[config.mk]
export PLATFORM = sky130hd
export DESIGN_NAME = board_ctl_flat
export DESIGN_NICKNAME = d
export VERILOG_FILES = /design/src/rtl/chess_pkg.sv /design/src/rtl/board_ctl_if.sv /design/src/rtl/board_mem.sv /design/src/rtl/board_ctl.sv /design/src/flat_wrapper.sv
export SDC_FILE = /design/constraint.sdc
export NUM_CORES = 1
export LEC_CHECK = 0
export CORE_UTILIZATION = 55
export DETAILED_ROUTE_END_ITERATION = 10
export PLACE_DENSITY_LB_ADDON = 0.12
export SKIP_LAST_GASP = 1
export SLEW_MARGIN = 10
export SYNTH_ARGS = -nofsm -noshare
export SYNTH_HDL_FRONTEND = slang
export SYNTH_HIERARCHICAL = 1
export SYNTH_SLANG_ARGS = --single-unit
export TNS_END_PERCENT = 100
[constraint.sdc]
create_clock -name clk -period 3.8 [get_ports clk]
set_input_delay 0.76 -clock clk [delete_from_list [all_inputs] [get_ports clk]]
set_output_delay 0.76 -clock clk [all_outputs]
set_load 0.01 [all_outputs]
[src/rtl/chess_pkg.sv]
// chess_pkg: shared types and constants for the chessboard controller.
//   piece_t    4-bit piece code, bit 3 = colour (1 black), bits 2:0 = type
//   ptype_t    piece type values (EMPTY..KING)
//   square_t   6-bit square index, col + 8*row, row 0 at screen top
//   INIT_BOARD starting position, element n is square n
//   state_t    move sequencer states
package chess_pkg;

    typedef logic [3:0] piece_t;
    typedef logic [5:0] square_t;

    typedef enum logic [2:0] {
        EMPTY  = 3'd0,
        PAWN   = 3'd1,
        KNIGHT = 3'd2,
        BISHOP = 3'd3,
        ROOK   = 3'd4,
        QUEEN  = 3'd5,
        KING   = 3'd6
    } ptype_t;

    localparam logic WHITE = 1'b0;
    localparam logic BLACK = 1'b1;

    // Packed with square 63 in the top nibble: black back rank and pawns
    // occupy rows 0-1, white pawns and back rank occupy rows 6-7.
    localparam logic [63:0][3:0] INIT_BOARD = {
        32'h4236_5324,   // row 7, squares 63..56
        32'h1111_1111,   // row 6
        128'h0,          // rows 5..2
        32'h9999_9999,   // row 1
        32'hCABE_DBAC    // row 0, squares 7..0
    };

    typedef enum logic [1:0] {
        ST_IDLE,
        ST_CHECK,
        ST_WRITE
    } state_t;

endpackage

[src/rtl/board_ctl_if.sv]
// board_ctl_if: move request handshakes from the two players.
//   loc_*  local (mouse) requester: valid, ready, src, dst
//   rem_*  remote (UART) requester: valid, ready, src, dst
// master = requester side, slave = board_ctl side.
interface board_ctl_if;
    import chess_pkg::*;

    logic    loc_valid;
    logic    loc_ready;
    square_t loc_src;
    square_t loc_dst;
    logic    rem_valid;
    logic    rem_ready;
    square_t rem_src;
    square_t rem_dst;

    modport master (
        output loc_valid, loc_src, loc_dst, rem_valid, rem_src, rem_dst,
        input  loc_ready, rem_ready
    );

    modport slave (
        input  loc_valid, loc_src, loc_dst, rem_valid, rem_src, rem_dst,
        output loc_ready, rem_ready
    );

endinterface

[src/rtl/board_mem.sv]
// board_mem: 64 x 4-bit chessboard register file.
//   clk           system clock
//   init          load the starting position (also clears the display read)
//   rd_src/rd_dst combinational read pair -> src_piece/dst_piece
//   disp_addr     registered display read -> disp_piece (1-cycle latency)
//   we            write enable: wr_dst <- wr_dst_piece, wr_src <- empty
module board_mem
    import chess_pkg::*;
(
    input  logic    clk,
    input  logic    init,
    input  square_t rd_src,
    input  square_t rd_dst,
    output piece_t  src_piece,
    output piece_t  dst_piece,
    input  square_t disp_addr,
    output piece_t  disp_piece,
    input  logic    we,
    input  square_t wr_src,
    input  square_t wr_dst,
    input  piece_t  wr_dst_piece
);

    piece_t [63:0] board;

    assign src_piece = board[rd_src];
    assign dst_piece = board[rd_dst];

    // The display samples the board before this edge's write lands, so a
    // square being written reads back its old value for one cycle.
    always_ff @(posedge clk) begin
        if (init) begin
            board      <= INIT_BOARD;
            disp_piece <= '0;
        end else begin
            disp_piece <= board[disp_addr];
            if (we) begin
                // src and dst are distinct for any move that reaches a write
                board[wr_dst] <= wr_dst_piece;
                board[wr_src] <= '0;
            end
        end
    end

endmodule

[src/rtl/board_ctl.sv]
// board_ctl: chessboard owner and move sequencer.
//   clk, rst        clock, synchronous active-high reset
//   new_game        synchronous return to the starting position
//   figure_xy       display read address
//   piece_code      registered piece at figure_xy
//   mv              local/remote move handshakes (board_ctl_if.slave)
//   turn            colour to move (0 white)
//   move_done       1-cycle pulse, move committed
//   move_err        1-cycle pulse, move rejected
//   game_over       sticky, a king was captured
module board_ctl
    import chess_pkg::*;
#(
    parameter logic LOCAL_COLOR = 1'b0
)
(
    input  logic       clk,
    input  logic       rst,
    input  logic       new_game,
    input  square_t    figure_xy,
    output piece_t     piece_code,
    board_ctl_if.slave mv,
    output logic       turn,
    output logic       move_done,
    output logic       move_err,
    output logic       game_over
);

    state_t  state;
    square_t src_q, dst_q;
    piece_t  src_piece, dst_piece, wr_piece;
    logic    loc_ready_q, rem_ready_q;
    logic    clear, loc_hs, rem_hs, legal, promote, king_taken;

    assign clear = rst || new_game;

    assign mv.loc_ready = loc_ready_q;
    assign mv.rem_ready = rem_ready_q;

    // Only the requester whose colour is on move ever sees ready, so at
    // most one handshake can fire per cycle.
    assign loc_hs = mv.loc_valid && loc_ready_q;
    assign rem_hs = mv.rem_valid && rem_ready_q;

    assign legal = (src_q != dst_q)
                && (src_piece[2:0] != EMPTY)
                && (src_piece[3] == turn)
                && ((dst_piece[2:0] == EMPTY) || (dst_piece[3] != turn));

    assign promote = (src_piece[2:0] == PAWN)
                  && (((src_piece[3] == WHITE) && (dst_q[5:3] == 3'd0))
                   || ((src_piece[3] == BLACK) && (dst_q[5:3] == 3'd7)));

    assign wr_piece   = promote ? {src_piece[3], QUEEN} : src_piece;
    assign king_taken = (dst_piece[2:0] == KING);

    // {rem_ready, loc_ready} for an IDLE with the given turn / game state
    function automatic logic [1:0] rdy(input logic t, input logic go);
        if (go)
            return 2'b00;
        return (t == LOCAL_COLOR) ? 2'b01 : 2'b10;
    endfunction

    board_mem u_mem (
        .clk          (clk),
        .init         (clear),
        .rd_src       (src_q),
        .rd_dst       (dst_q),
        .src_piece    (src_piece),
        .dst_piece    (dst_piece),
        .disp_addr    (figure_xy),
        .disp_piece   (piece_code),
        .we           ((state == ST_WRITE) && !clear),
        .wr_src       (src_q),
        .wr_dst       (dst_q),
        .wr_dst_piece (wr_piece)
    );

    always_ff @(posedge clk) begin
        move_done <= 1'b0;
        move_err  <= 1'b0;
        if (clear) begin
            state                      <= ST_IDLE;
            turn                       <= WHITE;
            game_over                  <= 1'b0;
            {rem_ready_q, loc_ready_q} <= 2'b00;
            src_q                      <= '0;
            dst_q                      <= '0;
        end else begin
            case (state)
                ST_IDLE: begin
                    if (loc_hs || rem_hs) begin
                        src_q                      <= loc_hs ? mv.loc_src : mv.rem_src;
                        dst_q                      <= loc_hs ? mv.loc_dst : mv.rem_dst;
                        {rem_ready_q, loc_ready_q} <= 2'b00;
                        state                      <= ST_CHECK;
                    end else begin
                        {rem_ready_q, loc_ready_q} <= rdy(turn, game_over);
                    end
                end
                ST_CHECK: begin
                    if (legal) begin
                        state <= ST_WRITE;
                    end else begin
                        move_err                   <= 1'b1;
                        state                      <= ST_IDLE;
                        {rem_ready_q, loc_ready_q} <= rdy(turn, game_over);
                    end
                end
                ST_WRITE: begin
                    // dst_piece still shows the captured piece here; the
                    // board write lands on this same edge.
                    state     <= ST_IDLE;
                    turn      <= ~turn;
                    move_done <= 1'b1;
                    if (king_taken)
                        game_over <= 1'b1;
                    {rem_ready_q, loc_ready_q} <= rdy(~turn, game_over || king_taken);
                end
                default: state <= ST_IDLE;
            endcase
        end
    end

endmodule

[src/flat_wrapper.sv]
// flat-port wrapper written by rule: the top's interface ports become plain ports
module board_ctl_flat import chess_pkg::*;
#(
    parameter logic LOCAL_COLOR = 1'b0
)
  (clk, rst, new_game, figure_xy, piece_code, turn, move_done, move_err, game_over, mv_loc_valid, mv_loc_src, mv_loc_dst, mv_rem_valid, mv_rem_src, mv_rem_dst, mv_loc_ready, mv_rem_ready);
  board_ctl_if mv_i ();
  input  logic clk;
  input  logic rst;
  input  logic new_game;
  input  square_t figure_xy;
  output piece_t piece_code;
  output logic turn;
  output logic move_done;
  output logic move_err;
  output logic game_over;
  input wire logic [$bits(mv_i.loc_valid)-1:0] mv_loc_valid;
  input wire logic [$bits(mv_i.loc_src)-1:0] mv_loc_src;
  input wire logic [$bits(mv_i.loc_dst)-1:0] mv_loc_dst;
  input wire logic [$bits(mv_i.rem_valid)-1:0] mv_rem_valid;
  input wire logic [$bits(mv_i.rem_src)-1:0] mv_rem_src;
  input wire logic [$bits(mv_i.rem_dst)-1:0] mv_rem_dst;
  output wire logic [$bits(mv_i.loc_ready)-1:0] mv_loc_ready;
  output wire logic [$bits(mv_i.rem_ready)-1:0] mv_rem_ready;
  assign mv_i.loc_valid = mv_loc_valid;
  assign mv_i.loc_src = mv_loc_src;
  assign mv_i.loc_dst = mv_loc_dst;
  assign mv_i.rem_valid = mv_rem_valid;
  assign mv_i.rem_src = mv_rem_src;
  assign mv_i.rem_dst = mv_rem_dst;
  assign mv_loc_ready = mv_i.loc_ready;
  assign mv_rem_ready = mv_i.rem_ready;
  board_ctl #(.LOCAL_COLOR(LOCAL_COLOR)) u_core (.clk(clk), .rst(rst), .new_game(new_game), .figure_xy(figure_xy), .piece_code(piece_code), .mv(mv_i), .turn(turn), .move_done(move_done), .move_err(move_err), .game_over(game_over));
endmodule
==> flow_summary.json <==
{
  "crit_path_top_delay_cell": "a2111oi_0",
  "slew_viol_final": 0,
  "fin_total_pwr_w": 0.00662,
  "rr_endpoint": "u_core/mv.loc_ready",
  "nFillCells": 2615,
  "rsz0062_at_grt": "false",
  "setup-tns-final_ns": 0,
  "netlist_top_cells_count": "dfxtp_1 (280), nand2_1 (220), mux4_2 (194)",
  "fp-row-count": 65,
  "total_leakage_power_nw": 6.57,
  "cap_violations": 0,
  "area_growth_syn_to_layout_pct": 11.7,
  "cts_resized": 0,
  "hold_viol": 0,
  "die_area_um2": 33000,
  "coreArea_um2": 31600,
  "crit_fanout": 17,
  "grt_pass1_wl_mm": 95.9,
  "clock_path_buffers": 3,
  "syn-num-nets": 1863,
  "setup_ws_ns": 0.0311,
  "overflow": 0,
  "cts_hold_repair.buffers": 0,
  "path_class": "reg -> reg",
  "grt_pass1_vias": 15200,
  "finalWirelength_mm": 63.2,
  "worstSetupEndpointType": "flop",
  "async_flop_share": 0,
  "ff_latch_area_um2": 5620,
  "fin_area_um2": 19800,
  "ys_warn_count": 6,
  "synth_cell_type_count": 64,
  "hpwl_mm": 44.7,
  "synth_area_leaders": "dfxtp_1 (32%), mux4_2 (25%), mux2i_1 (7.0%)",
  "slew_headroom": 0.263,
  "synth_most_common_cell": "dfxtp_1",
  "ys_seq_elements": 280,
  "synth_edf_count": 0,
  "fin_crit_sh": 0.992,
  "slowest_delay_ns": 0.87,
  "ys_seq_area_frac": 0.316,
  "holdCritPathClass": "reg -> reg",
  "drive_above_1_share": 0.204,
  "die_width_um": 182,
  "antenna_found_initial": 2,
  "ff2ff_path_depth": 10,
  "max_freq_mhz": 265,
  "postSynthAreaPerCell_um2": 9.73,
  "finalNetCount": 1862,
  "synth_top_area_frac": 0.316,
  "die-height_um": 182,
  "cts_root_buf": "clkbuf_16",
  "post_cts_buffers": 0,
  "outcome": "complete, no violations",
  "dpl_cell_area_um2": 18800,
  "gp_congestion": 0.980,
  "drc": 0,
  "dp_slack_ns": 0.288,
  "reg2reg_from": "u_core/src_q[1]",
  "skew_ns": 0.0281,
  "clock_sinks": 280,
  "clk_pin_slew_worst_paths_ns": 0.06,
  "start_util": 0.561,
  "worst_pin_slew_ns": 1.08,
  "io_pins": 45,
  "ant_nets": 0,
  "synth_cells": 1825,
  "numCtsBuffers": 31,
  "htreeDepth": 1,
  "required_ns": 4.27,
  "ir_drop_mv": 0.411,
  "drt-wirelength-per-cell_um": 28.1,
  "synth_top_cell_by_area": "dfxtp_1",
  "io_buffers": 44,
  "critical_path.cell_chain": "mux4_2, nor2b_1, a2111oi_0, a311oi_1, a32o_1, nor3_1, a211oi_2, o311a_2, o211ai_1, nand2_1",
  "power_density_nw_per_um2": 334,
  "synth_flop_cell": "dfxtp_1",
  "worstSkewPairLatency_ns": 0.59,
  "drtIter0Drc": 2189,
  "drt_pass1_iterations": 6,
  "finalSetupViolCount": 0,
  "tritoncts": "done",
  "grt_usage": 0.386,
  "crit_start": "u_core/src_q[1]",
  "syn_area_um2": 17800,
  "routed_via_density": 7.24,
  "worstSetupEndpoint": "u_core/mv.loc_ready",
  "startpoint_type": "flop",
  "r2r_slack_ns": 0.03,
  "post-route-min-period_ns": 3.77,
  "arrival_ns": 4.24,
  "vias": 16300,
  "multi_input_area_um2": 11400,
  "diodes": 0,
  "grt_max_degree": 76
}
## logic make-up (layout without fill, tap and decap cells)
kind of cell | Yosys count | count (layout) | share of synthesized area
compound gates | 485 | 485 | 0.167
xor+xnor | 9 | 9 | 0.00444
fa+ha+maj | 3 | 3 | 0.00211
buf+inv | 179 | 200 | 0.0456
flops | 280 | 280 | 0.316
mux | 329 | 329 | 0.329
simple gates | 540 | 540 | 0.136
## cell usage in the layout, fill, tap and decap left out, types with 7 or more instances in the layout
cell type and n:
dfxtp_1 274, or3_1 7, nand3b_1 8, buf_4 80, a21oi_1 163, nand2b_1 15
o21bai_1 80, mux4_2 194, mux4_1 7, clkbuf_8 8, xnor2_1 8, clkbuf_16 31
o22ai_1 23, o32ai_1 9, a311oi_1 14, inv_1 11, and2_1 9, nor3_1 49
nand3_1 62, o21ai_0 133, mux2i_1 125, nand2_1 220, clkdlybuf4s50_1 41, nor2_1 119
buf_12 11, or2_2 13, nor2b_1 20
## worst min-delay path by stage
| stage | start | end | slack [ns] | cells past startpoint |
|---|---|---|---|---|
| 5_1_grt | u_core/u_mem/board[65] | u_core/u_mem/board[65] | 0.51 | 2 |
| 2_1_floorplan | u_core/u_mem/board[144] | u_core/u_mem/board[144] | 0.45 | 2 |
| 4_1_cts | u_core/u_mem/board[69] | u_core/u_mem/board[69] | 0.49 | 2 |
| 6_report | u_core/state[1] | u_core/state[1] | 0.49 | 2 |
| 3_5_place_dp | u_core/u_mem/board[69] | u_core/u_mem/board[69] | 0.48 | 2 |
| 3_3_place_gp | u_core/u_mem/board[69] | u_core/u_mem/board[69] | 0.48 | 2 |
## flip-flops by register name, indices dropped and copies added (netlist names)
signal / flops
u_core/dst_q: 6
u_core/game_over: 1
u_core/move_done: 1
u_core/move_err: 1
u_core/mv.loc_ready: 1
u_core/mv.rem_ready: 1
u_core/src_q: 6
u_core/state: 2
u_core/turn: 1
u_core/u_mem/board: 256
u_core/u_mem/disp_piece: 4
## power by group
| group | switching [W] | total (W) | leakage (nW) | internal, W |
|---|---|---|---|---|
| sequential | 0.0000231 | 0.00296 | 2.26 | 0.00294 |
| combinational | 0.000365 | 0.000592 | 3.81 | 0.000227 |
| clock | 0.00128 | 0.00307 | 0.502 | 0.00178 |
## area by class of cell
class / count / share of cell area
clock inverters: 12 / 0.00669
flip-flops and latches: 280 / 0.283
well taps: 402 / 0.0254
clock buffers: 43 / 0.0454
inverters: 12 / 0.00240
repair buffers: 133 / 0.0623
multi-input cells: 1366 / 0.575
## through the flow
step,hold WS [ns],util,std cells
6_report,0.495,0.627,2248
5_1_grt,0.509,0.627,2248
4_1_cts,0.490,0.627,2248
3_5_place_dp,0.481,0.594,2193
3_3_place_gp,0.475,0.594,2193
2_1_floorplan,0.453,-,1825
## worst max-delay path: cells and delay by family, from the launching register on
| kind | cells | cell delay [ns] |
|---|---|---|
| compound gates | 6 | 1.86 |
| simple gates | 3 | 0.47 |
| flops | 1 | 0.73 |
| mux | 1 | 0.57 |
## layer usage
metal,GRT usage,part of all wire
met1,0.545,0.39
met2,0.567,0.43
met3,0.0844,0.13
met4,0.178,0.050
met5,0,0
Power figures use the tool's default switching activity.
